**config.mk**
```make
export PLATFORM = sky130hd
export DESIGN_NAME = channel_writer
export DESIGN_NICKNAME = d
export VERILOG_FILES = /design/src/rtl/channel_writer.sv
export SDC_FILE = /design/constraint.sdc
export NUM_CORES = 1
export LEC_CHECK = 0
export CAP_MARGIN = 30
export CORE_ASPECT_RATIO = 0.9
export CORE_MARGIN = 2
export CORE_UTILIZATION = 47
export CTS_CLUSTER_DIAMETER = 50
export DETAILED_ROUTE_END_ITERATION = 10
export PLACE_DENSITY = 0.79
export RECOVER_POWER = 25
export SLEW_MARGIN = 20
export SYNTH_ARGS = -nofsm -noshare
export SYNTH_HDL_FRONTEND = slang
export SYNTH_SLANG_ARGS = --single-unit
export TNS_END_PERCENT = 100
```
**constraint.sdc**
```tcl
create_clock -name clk -period 2.2 [get_ports clk]
set_input_delay 0.44 -clock clk [delete_from_list [all_inputs] [get_ports clk]]
set_output_delay 0.44 -clock clk [all_outputs]
set_load 0.1 [all_outputs]
```
**src/rtl/channel_writer.sv**
```systemverilog
// rtl/channel_writer.sv - pixel-to-SRAM channel writer; optional CHANNEL_WRITER_SATURATE_EN
module channel_writer #(
    parameter int NUM_CH    = 3,
    parameter int CH_W      = 16,
    parameter int OUT_W     = 8,
    parameter int BUS_W     = 16,
    parameter int ADDR_W    = 20,
    parameter int BASE_ADDR = 0,
    parameter int FRAME_PIX = 76800,
    localparam int PC_W     = $clog2(FRAME_PIX + 1)
) (
    input  logic                   clk,
    input  logic                   rst,
    input  logic                   in_valid,
    output logic                   in_ready,
    input  logic [NUM_CH*CH_W-1:0] in_data,
    input  logic                   frame_start,
    output logic                   wr_en,
    output logic [ADDR_W-1:0]      wr_addr,
    output logic [BUS_W-1:0]       wr_data,
    input  logic                   wr_wait,
    output logic                   busy,
    output logic                   frame_done,
    output logic [PC_W-1:0]        pix_count
);

    localparam int CI_W = (NUM_CH > 1) ? $clog2(NUM_CH) : 1;
    localparam logic [CI_W-1:0]   LAST_CH   = CI_W'(NUM_CH - 1);
    localparam logic [ADDR_W-1:0] BASE      = ADDR_W'(BASE_ADDR);
    localparam logic [ADDR_W-1:0] LAST_ADDR = ADDR_W'(BASE_ADDR + NUM_CH * FRAME_PIX - 1);

    typedef enum logic {IDLE, WRITE} state_t;

    state_t          state;
    logic [CH_W-1:0] hold [NUM_CH];
    logic [CI_W-1:0] ch_idx;
    logic [CI_W-1:0] nxt_idx;

`ifdef CHANNEL_WRITER_SATURATE_EN
    localparam logic [CH_W-1:0] SAT_MAX = CH_W'((64'd1 << OUT_W) - 64'd1);

    // Signed clamp into [0, 2^OUT_W-1], zero-extended onto the bus
    function automatic logic [BUS_W-1:0] conv(input logic [CH_W-1:0] v);
        logic [BUS_W-1:0] r;
        r = '0;
        if (v[CH_W-1]) begin
            r = '0;
        end else if (v > SAT_MAX) begin
            r[OUT_W-1:0] = '1;
        end else begin
            r[OUT_W-1:0] = v[OUT_W-1:0];
        end
        return r;
    endfunction
`else
    // Plain truncation to OUT_W bits, zero-extended onto the bus
    function automatic logic [BUS_W-1:0] conv(input logic [CH_W-1:0] v);
        logic [BUS_W-1:0] r;
        r = '0;
        r[OUT_W-1:0] = v[OUT_W-1:0];
        return r;
    endfunction
`endif

    // Index of the channel presented after the current one is accepted; kept in range
    always_comb begin
        nxt_idx = '0;
        if (ch_idx != LAST_CH) begin
            nxt_idx = ch_idx + 1'b1;
        end
    end

    // Pixel capture, per-channel write sequencing, frame wrap and registered outputs
    always_ff @(posedge clk) begin
        if (!rst) begin
            state      <= IDLE;
            ch_idx     <= '0;
            wr_addr    <= BASE;
            wr_data    <= '0;
            wr_en      <= 1'b0;
            in_ready   <= 1'b1;
            busy       <= 1'b0;
            frame_done <= 1'b0;
            pix_count  <= '0;
            for (int c = 0; c < NUM_CH; c++) begin
                hold[c] <= '0;
            end
        end else begin
            frame_done <= 1'b0;
            case (state)
                IDLE: begin
                    // Frame restart takes effect before a same-cycle pixel capture
                    if (frame_start) begin
                        wr_addr   <= BASE;
                        pix_count <= '0;
                    end
                    if (in_valid) begin
                        for (int c = 0; c < NUM_CH; c++) begin
                            hold[c] <= in_data[c*CH_W +: CH_W];
                        end
                        ch_idx   <= '0;
                        wr_data  <= conv(in_data[CH_W-1:0]);
                        wr_en    <= 1'b1;
                        in_ready <= 1'b0;
                        busy     <= 1'b1;
                        state    <= WRITE;
                    end
                end
                WRITE: begin
                    if (!wr_wait) begin
                        wr_addr <= (wr_addr == LAST_ADDR) ? BASE : wr_addr + 1'b1;
                        if (ch_idx == LAST_CH) begin
                            state    <= IDLE;
                            ch_idx   <= '0;
                            wr_en    <= 1'b0;
                            in_ready <= 1'b1;
                            busy     <= 1'b0;
                            if (wr_addr == LAST_ADDR) begin
                                pix_count  <= '0;
                                frame_done <= 1'b1;
                            end else begin
                                pix_count <= pix_count + 1'b1;
                            end
                        end else begin
                            ch_idx  <= nxt_idx;
                            wr_data <= conv(hold[nxt_idx]);
                        end
                    end
                end
                default: state <= IDLE;
            endcase
        end
    end

endmodule

```
# After elaboration in Yosys (flattened, before gate mapping)
# Memories as Yosys holds them, arrays and structs flattened.
# Cells that the tools add are included.
# Widths: inputs -> output; s select.
# op_classes
eq_ne	8
bitwise_logic	6
n_reduce_logical	6
mux	38
n_addsub	3
# ops
operator	count
$mux 16	6
$mux 17	4
$mux 20	3
$pmux 20 s2	1
$pmux 17 s2	1
$pmux 16 s2	1
$add 20x1->20 const B	1
$eq 20x18->1 const B	1
$add 17x1->17 const B	1
$mux 1	14
$ne 2x2->1 const B	5
$reduce_and 3->1	3
$mux 2	4
$pmux 1 s2	3
$pmux 2 s2	1
$reduce_and 2->1	2
$reduce_or 4->1	1
$not 1->1	3
$or 1x1->1	3
$add 2x1->2 const B	1
$eq 2x2->1 const B	1
$ne 2x1->1 const B	1
# word_totals
ramBits	48
memories	1
ff_bits	59
word_cells	70
input_bits	53
output_inout_bits	57
# memory_table
name	words	word_bits	rd	rd_ports_with_merged_regs	wr	line	rtl
hold	3	16	1	0	3	35	logic [CH_W-1:0] hold [NUM_CH];

# Depth between registers and ports, before layout
# An unclocked memory read counts as a cell.
# logic_depth
ltp_word	6
depth_mapped	8
mapped_depth_nobuf	6

# Worst setup path after synthesis
# Ideal clock, no wire load.
# synth_path
path_kind	reg2reg
start	register wr_addr[17]
end	register pix_count[3]
n_path_buf	0
setup_ns	0.117
t_arrival_ns	2.538
path_slack_ns	-0.454
path_stages_with_launch	6
synth_period_minus_slack_ns	2.654
t_required_ns	2.083
path_cell_list	dfxtp_1 or4b_1 or4_4 o21ai_4 o41ai_1 a31o_1
# synth_between
elab_chain_len	5
# synth_rtl
element	line	rtl
start, declared	19	output logic [ADDR_W-1:0] wr_addr,
start signal, assigned	111	wr_addr <= (wr_addr == LAST_ADDR) ? BASE : wr_addr + 1'b1;
$eq 20x18->1	118	if (wr_addr == LAST_ADDR) begin
$mux 17	118	
$mux 17	112	if (ch_idx == LAST_CH) begin
$mux 17	110	if (!wr_wait) begin
$pmux 17 s2	90	case (state)
end signal, assigned	122	pix_count <= pix_count + 1'b1;
end, declared	24	output logic [PC_W-1:0] pix_count
# No other way between the ends. The select of a mux whose other input is x is not followed.
# A chain may end at the register's enable or synchronous reset.

# Worst setup path after layout
# layout_path
start	register wr_addr[12]
end	register wr_addr[12]
# layout_between
elab_chain_len	4
word_cells_on_any_way	5
classes_between	add/sub (1); eq/ne (1); mux (3)
# layout_rtl
element	line
$add 20x1->20 / $eq 20x18->1 (equally long branches)	111
$mux 20 (*)	111
$mux 20 (*)	110
$pmux 20 s2 (*)	90
# Mark *: on every way between the ends. The rest lies on a longest branch, timed or not. The select of a mux whose other input is x is not followed.

==> flow_summary.json <==
{
  "place_congestion": 0.881,
  "drive_gt1_share_pct": 26.3,
  "antenna_cells": 0,
  "dp_hpwl_mm": 6.52,
  "hp-class": "reg -> reg",
  "grt_util_all_layers_pct": 21.3,
  "async_flop_share_pct": 0,
  "worstPathRequired_ns": 2.45,
  "synth_edf_count": 24,
  "slew-limit-headroom_pct": 53.9,
  "die_y_um": 87.8,
  "finalClockSkew_ns": 0.00827,
  "num-nets-final": 545,
  "ant_nets": 0,
  "hold_start": "busy$_SDFFE_PN0P_",
  "row_count": 30,
  "vias": 3199,
  "drt_iter0_markers": 224,
  "grt_pass1_vias": 3068,
  "cp-end-kind": "flop",
  "ctsHtreeMaxLevel": 3,
  "status": "completed",
  "max_stage_delay_ns": 0.54,
  "maxSlewViolCount": 0,
  "die_w_um": 97.1,
  "clockBufferDepth": 2,
  "cp-start-kind": "flop",
  "cts_buffers": 9,
  "grt_antenna_before_repair": 0,
  "criticalPathCategory": "reg -> reg",
  "holdWs_ns": 0.498,
  "crit_arrival_ns": 2.35,
  "worstMarginPinSlew_ns": 0.686,
  "synth_top_flop_cell": "dfxtp_1",
  "pwr_density_cell_nw_per_um2": 667,
  "synth_cells": 391,
  "cts_resized": 0,
  "grt_max_degree": 25,
  "ys_seq_elements": 75,
  "finalHoldViolations": 0,
  "fin_crit_ns": 2.11,
  "ys.warnings.count": 0,
  "seq_area_frac_synth_pct": 47.5,
  "r2r_end": "wr_addr[12]$_SDFFE_PN0P_",
  "overflow": 0,
  "worst_path_dominant_cell_family": "simple AND/OR/NAND/NOR gates",
  "finalSetupViolCount": 0,
  "cts.clk_slew.worst_paths_ns": 0.08,
  "cp_max_fo": 9,
  "rsz0062_at_grt": "no",
  "cts_sinks": 75,
  "area_growth_pct": 29.8,
  "reg2reg_depth": 5,
  "fin_ws_ns": 0.0945,
  "min_path_cells": 2,
  "synth_cell_types": 55,
  "crit_start": "wr_addr[12]$_SDFFE_PN0P_",
  "post-route-util_pct": 63.1,
  "wirelength_mm": 8.87,
  "initial_core_util_pct": 48.6,
  "maxCapViolations": 0,
  "path_cells": "or4b_1, or4_4, o211ai_2, o22ai_1, a21o_1",
  "regToRegSetupSlack_ns": 0.09,
  "p_leak_nw": 1.81,
  "post-place-ws_ns": -0.102,
  "num_io_pins": 110,
  "reg2reg_from": "wr_addr[12]$_SDFFE_PN0P_",
  "port_buffers": 77,
  "cts-root-buf": "clkbuf_8",
  "first_pass_iters": 4,
  "mappedNetlistArea_um2": 3660,
  "viasPerCell": 5.41,
  "syn_avg_cell_area_um2": 9.37,
  "wl_per_cell_um": 15.0,
  "core_um2": 7540,
  "crit_buf_inv": 0,
  "min_to": "busy$_SDFFE_PN0P_",
  "cts_tree": "yes",
  "grt_pass1_wl_mm": 14.7,
  "dieArea_um2": 8520,
  "maxClockFrequency_mhz": 475,
  "cts-hold-fix-buffers": 0,
  "cts_setup_buffers": 0,
  "post-route-drc-count": 0,
  "ir_drop_uv": 373,
  "timing.final.crit_share_pct": 95.7,
  "cpMaxStageDelayCell": "or4b_1",
  "clk_latency_ns": 0.35
}
[routing by layer]
metal / part of all wire, % / vias up / GRT usage, %
met3: 6.5 / 10 / 5.03
met4: 1.2 / 0 / 8.58
met2: 47 / 101 / 34.3
met5: 0 / - / 0
met1: 46 / 1498 / 28.2
li1: - / 1590 / -
[power breakdown]
part	internal (mW)	switching (mW)
logic	0.146	0.357
registers	1.48	0.0267
clock network	0.641	0.526
[stage by stage]
step | cells | setup TNS (ns) | power (mW) | instance area (um^2)
final | 591 | 0 | 3.17 | 4760
after global routing | 591 | 0 | 3.30 | 4760
after CTS | 591 | 0 | 3.20 | 4840
after detailed placement | 575 | -0.276 | 2.05 | 4620
after global placement | 575 | -0.168 | 2.04 | 4620
after floorplan | 398 | 0 | 1.90 | 3750
[cell families (layout without fill, tap and decap cells)]
family                   after synthesis  count (layout)  share of synthesized area, %
multiplexers                          19              19                          5.22
XOR/XNOR                              18              18                          4.30
buffers and inverters                 34             131                          4.61
adder cells (fa/ha/maj)                2               2                         0.683
AND/OR/NAND/NOR                      174             174                          25.0
AO/OA/AOI/OAI                         68              68                          12.6
other                                  1               8                         0.102
flip-flops                            75              75                          47.5
[cell type report]
type                            count  area (um^2)
Multi-Input combinational cell    289         1780
Tap cell                           96          120
Sequential cell                    75         1790
Fill cell                         641         2790
Inverter                            5         18.8
Timing Repair Buffer              110          828
Clock inverter                      6         88.8
Clock buffer                       10          128
[cells in the mapped netlist, types with 7 or more instances]
library cell	number	area (um^2)
nor2_1	46	173
edfxtp_1	24	721
a211oi_1	12	90.1
and2_1	25	156
xnor2_1	14	123
nand2_1	31	116
o21ai_0	16	80.1
a21oi_1	11	55.1
nor3_1	10	50.1
nand4_1	7	43.8
clkbuf_1	14	52.6
nand3_1	18	90.1
buf_4	10	75.1
mux2i_1	18	180
dfxtp_1	51	1020
[state kept, by name, indices dropped and copies added, names as in the netlist]
signal      flops
state           1
hold           24
frame_done      1
pix_count      17
wr_addr        20
wr_data         8
in_ready        1
ch_idx          2
busy            1
[cells in the final DEF, fill, tap and decap left out, types with 20 or more instances in the layout]
master,netlist,final
dfxtp_1,51,25
and2_1,25,25
buf_4,10,49
edfxtp_1,24,24
clkbuf_2,0,32
nor2_1,46,46
nand2_1,31,31
dfxtp_2,0,20
clkdlybuf4s50_1,0,27
[how the worst max path moves through the flow]
| stage | end | slack (ns) | cells after the start |
|---|---|---|---|
| floorplan | pix_count[3]$_SDFFE_PN0P_ | 0.004 | 6 |
| global placement | wr_addr[16]$_SDFFE_PN0P_ | -0.08 | 7 |
| detailed placement | pix_count[7]$_SDFFE_PN0P_ | -0.10 | 8 |
| CTS | pix_count[3]$_SDFFE_PN0P_ | 0.10 | 5 |
| global route | wr_addr[12]$_SDFFE_PN0P_ | 0.01 | 5 |
| finish | wr_addr[12]$_SDFFE_PN0P_ | 0.09 | 5 |
[worst min-delay path, stage by stage, from the launching register on]
cell and delay [ns]:
dfxtp_1 0.34, nand2_1 0.06, a21oi_1 0.05
(Power assumes the default switching activity.)
==> RTL edit 1, RTL diff (same settings) <==
Reset style: asynchronous (`rst`), changed in one clocked block.
--- a/src/rtl/channel_writer.sv
+++ b/src/rtl/channel_writer.sv
@@ -73,3 +73,3 @@
     // Pixel capture, per-channel write sequencing, frame wrap and registered outputs
-    always_ff @(posedge clk) begin
+    always_ff @(posedge clk or negedge rst) begin
         if (!rst) begin
Function: differs if rst is asserted again (counterexample within 4 cycles, from zero or initial values and one cycle with rst low); with rst held inactive, the same outputs for 10 cycles.
==> RTL edit 1 against the unedited design <==
  * The run now ends with max-capacitance violations, max-slew violations left
  * Fmax rose by 7.5%
  * Area after synthesis is 8.0% higher
  * Final area increased by 3.0%
  * Via count down 0.34%
  * Routed wire length shrank 2.1%
  * Sequential cell count unchanged
  * Worst setup slack improved by 150 ps
  * Clock skew is 0.62 ps higher
  * First-iteration DRC count decreased by 13%
Power is not compared: it rests on default switching activity, and its combinational part moved more than twofold at a synthesized area within 25%.
==> RTL edit 1: results (changes against the unedited design) <==
stage	metric	value	unit	change
synth	library cells used by synthesis	48		-13%
drt	WL per Instance	15.05	um	+0.23%
grt	Tot GR Track Use	20.22	%	-1.1 points
grt	met3 usage	6.928	%	+1.9 points
timing	Tightest Pin Transition	1656	ps	+970.7 ps
placement	placer's final routability congestion estimate	0.8629		-2.1%
critical_path	Worst Path Arrival	2230	ps	-120 ps
critical_path	CP peak stage delay	630	ps	+90 ps
synth	xor/xnor share of the synthesized area	0.2213	%	-4.1 points
synth	top_reg_cell synth	dfrtp_1		
drt	metal2 WL	4226	um	+1.9%
worst_hold_path	Hold Startpoint	pix_count[16]$_DFFE_PN0P_		
grt	largest net degree at the start of global routing	76		+200%
synth	Syn Area/Cell	10.07	um^2	+7.4%
timing	f_max	510.6	MHz	+7.5%
run_status	status	complete, but fails checks		
worst_hold_path	Hold EP	pix_count[16]$_DFFE_PN0P_		
critical_path	crit-path max FO	16		+7
grt	vias in the first global route	3141		+2.4%
critical_path	reg-to-reg slack, setup	240	ps	+150 ps
synth	Post-synth top cells	74 x dfrtp_1, 32 x nand2_1, 31 x a21oi_1, 28 x mux2i_1, 25 x mux2_2		
timing	Max Slew Vio Count	76		+76
critical_path	Slowest-stage cell, CP	a21boi_2		
flow_run	Max Cap Violations	1		+1
placement	worst slack, placed	-42.38	ps	+59.35 ps
synth	Synth Area in Compound Gates	13.25	%	+0.65 points
synth	top post-synthesis cells by area	dfrtp_1 47%, mux2_2 7.1%, mux2i_1 7.1%, a21oi_1 3.9%, nand3_1 3.0%		
placement	hpwl dp	6056	um	-7.1%
run_status	violated checks	max-capacitance violations, max-slew violations		
grt	first-pass GRT wire length	14990	um	+2.1%
worst_hold_path	Hold Path Depth	1		-1
## RTL edit 1: cell count changes in the layout (fill, tap and decap cells not counted), moves of 23 or more
cell	unedited run	this run
dfrtp_1	0	65
clkbuf_2	32	0
nor2_1	46	19
dfxtp_1	25	0
edfxtp_1	24	0
mux2_2	1	25
and2_1	25	2
## RTL edit 1: worst max path at each step
stage                                            to
after detailed placement  pix_count[16]$_DFFE_PN0P_
after floorplan             wr_addr[19]$_DFFE_PN0P_
after CTS                  pix_count[7]$_DFFE_PN0P_
after global routing       pix_count[7]$_DFFE_PN0P_
final                      pix_count[8]$_DFFE_PN0P_
after global placement    pix_count[16]$_DFFE_PN0P_
## RTL edit 1: final cells by class
cell class                      count  area [um^2]
Inverter                           16        60.06
Clock buffer                       12        155.1
Multi-Input combinational cell    280         1861
Clock inverter                      4        26.28
Tap cell                           99        123.9
Fill cell                         685         3208
Sequential cell                    75         1889
Timing Repair Buffer               91        783.3
==> RTL edit 2, RTL diff (config.mk and constraints unchanged) <==
Without the edit above. The option `CHANNEL_WRITER_SATURATE_EN` is turned on by a define.
--- a/src/rtl/channel_writer.sv
+++ b/src/rtl/channel_writer.sv
@@ -1,2 +1,4 @@
 // rtl/channel_writer.sv - pixel-to-SRAM channel writer; optional CHANNEL_WRITER_SATURATE_EN
+`define CHANNEL_WRITER_SATURATE_EN
+
 module channel_writer #(
Check against the original RTL: not equivalent (Yosys sat finds a counterexample within 4 cycles, from zero or initial values and one cycle with rst low).
==> RTL edit 2 against the unedited design <==
  * Final area increased by 28%
  * Die area grew 30%
  * Worst setup slack improved by 38 ps
  * Area after synthesis rose by 31%
  * Routed wire length grew 34%
  * Sequential cell count up 24
  * Critical path type unchanged
  * Total power grew 32%
  * Clock skew is essentially flat
  * Clock power up 27%
==> RTL edit 2: results (changes against the unedited design) <==
stage	metric	value	unit	change
drt	vias per cell	5.694		+5.2%
grt	first-pass GRT wire length	19170	um	+31%
synth	post-synthesis mux area share	3.149	%	-2.1 points
placement	worst slack, placed	-13.55	ps	+88.18 ps
clock_network	clk root buf	clkbuf_16		
critical_path	crit-path max FO	13		+4
critical_path	reg-to-reg slack, setup	130	ps	+40 ps
drt	1st-iter DRT viols	243		+8.5%
power	sequential power share	49.5	%	+2.1 points
grt	Tot GR Track Use	21.49	%	+0.16 points
synth	Synth Area in Compound Gates	14.99	%	+2.4 points
critical_path	Worst Path Arrival	2300	ps	-50 ps
power	Switching Power	0.001141	W	+25%
critical_path	reg-to-reg startpoint	wr_addr[0]$_SDFFE_PN0P_		
drt	DRT Pass-1 Iters	5		+1
drt	WL met1	5158	um	+28%
power	Comb group	0.000615	W	+22%
layout	NumNets Final	634		+16%
timing	f_max	483.7	MHz	+1.8%
worst_hold_path	Hold EP	in_ready$_SDFFE_PN1P_		
grt	largest net degree at the start of global routing	49		+96%
worst_hold_path	Hold Startpoint	in_ready$_SDFFE_PN1P_		
placement	hpwl dp	8330	um	+28%
power	worst vdd ir	0.0005071	V	+36%
worst_hold_path	Hold Path Depth	1		-1
run_status	status	finished, final reports clean		
placement	number of I/O port buffers	101		+31%
timing	relative max-transition margin	58.90	%	+5.0 points
layout	share of cells above drive strength 1	23.46	%	-2.8 points
==> RTL edit 2: changes by cell type after synthesis, moves of 8 or more <==
cell / unedited run / this run
and2_1: 25 / 51
nor2_1: 46 / 30
a21oi_1: 11 / 28
xnor2_1: 14 / 0
edfxtp_1: 24 / 48
a211oi_1: 12 / 0
o221a_2: 0 / 8
and3_1: 1 / 13
mux2_2: 1 / 9
mux2i_1: 18 / 5
==> RTL edit 2: through the flow <==
step,total power (W),std cells
floorplan,0.002524,479
global placement,0.002725,697
detailed placement,0.002740,697
CTS,0.004211,713
global route,0.004306,713
finish,0.004177,713
==> RTL edit 2: final cells by class <==
class / count / area [um^2]
clock buffers: 11 / 242.7
clock inverters: 5 / 38.79
fillers: 848 / 4038
inverters: 7 / 26.28
multi-input cells: 339 / 2147
flip-flops and latches: 99 / 2491
well taps: 129 / 161.4
repair buffers: 123 / 970.9
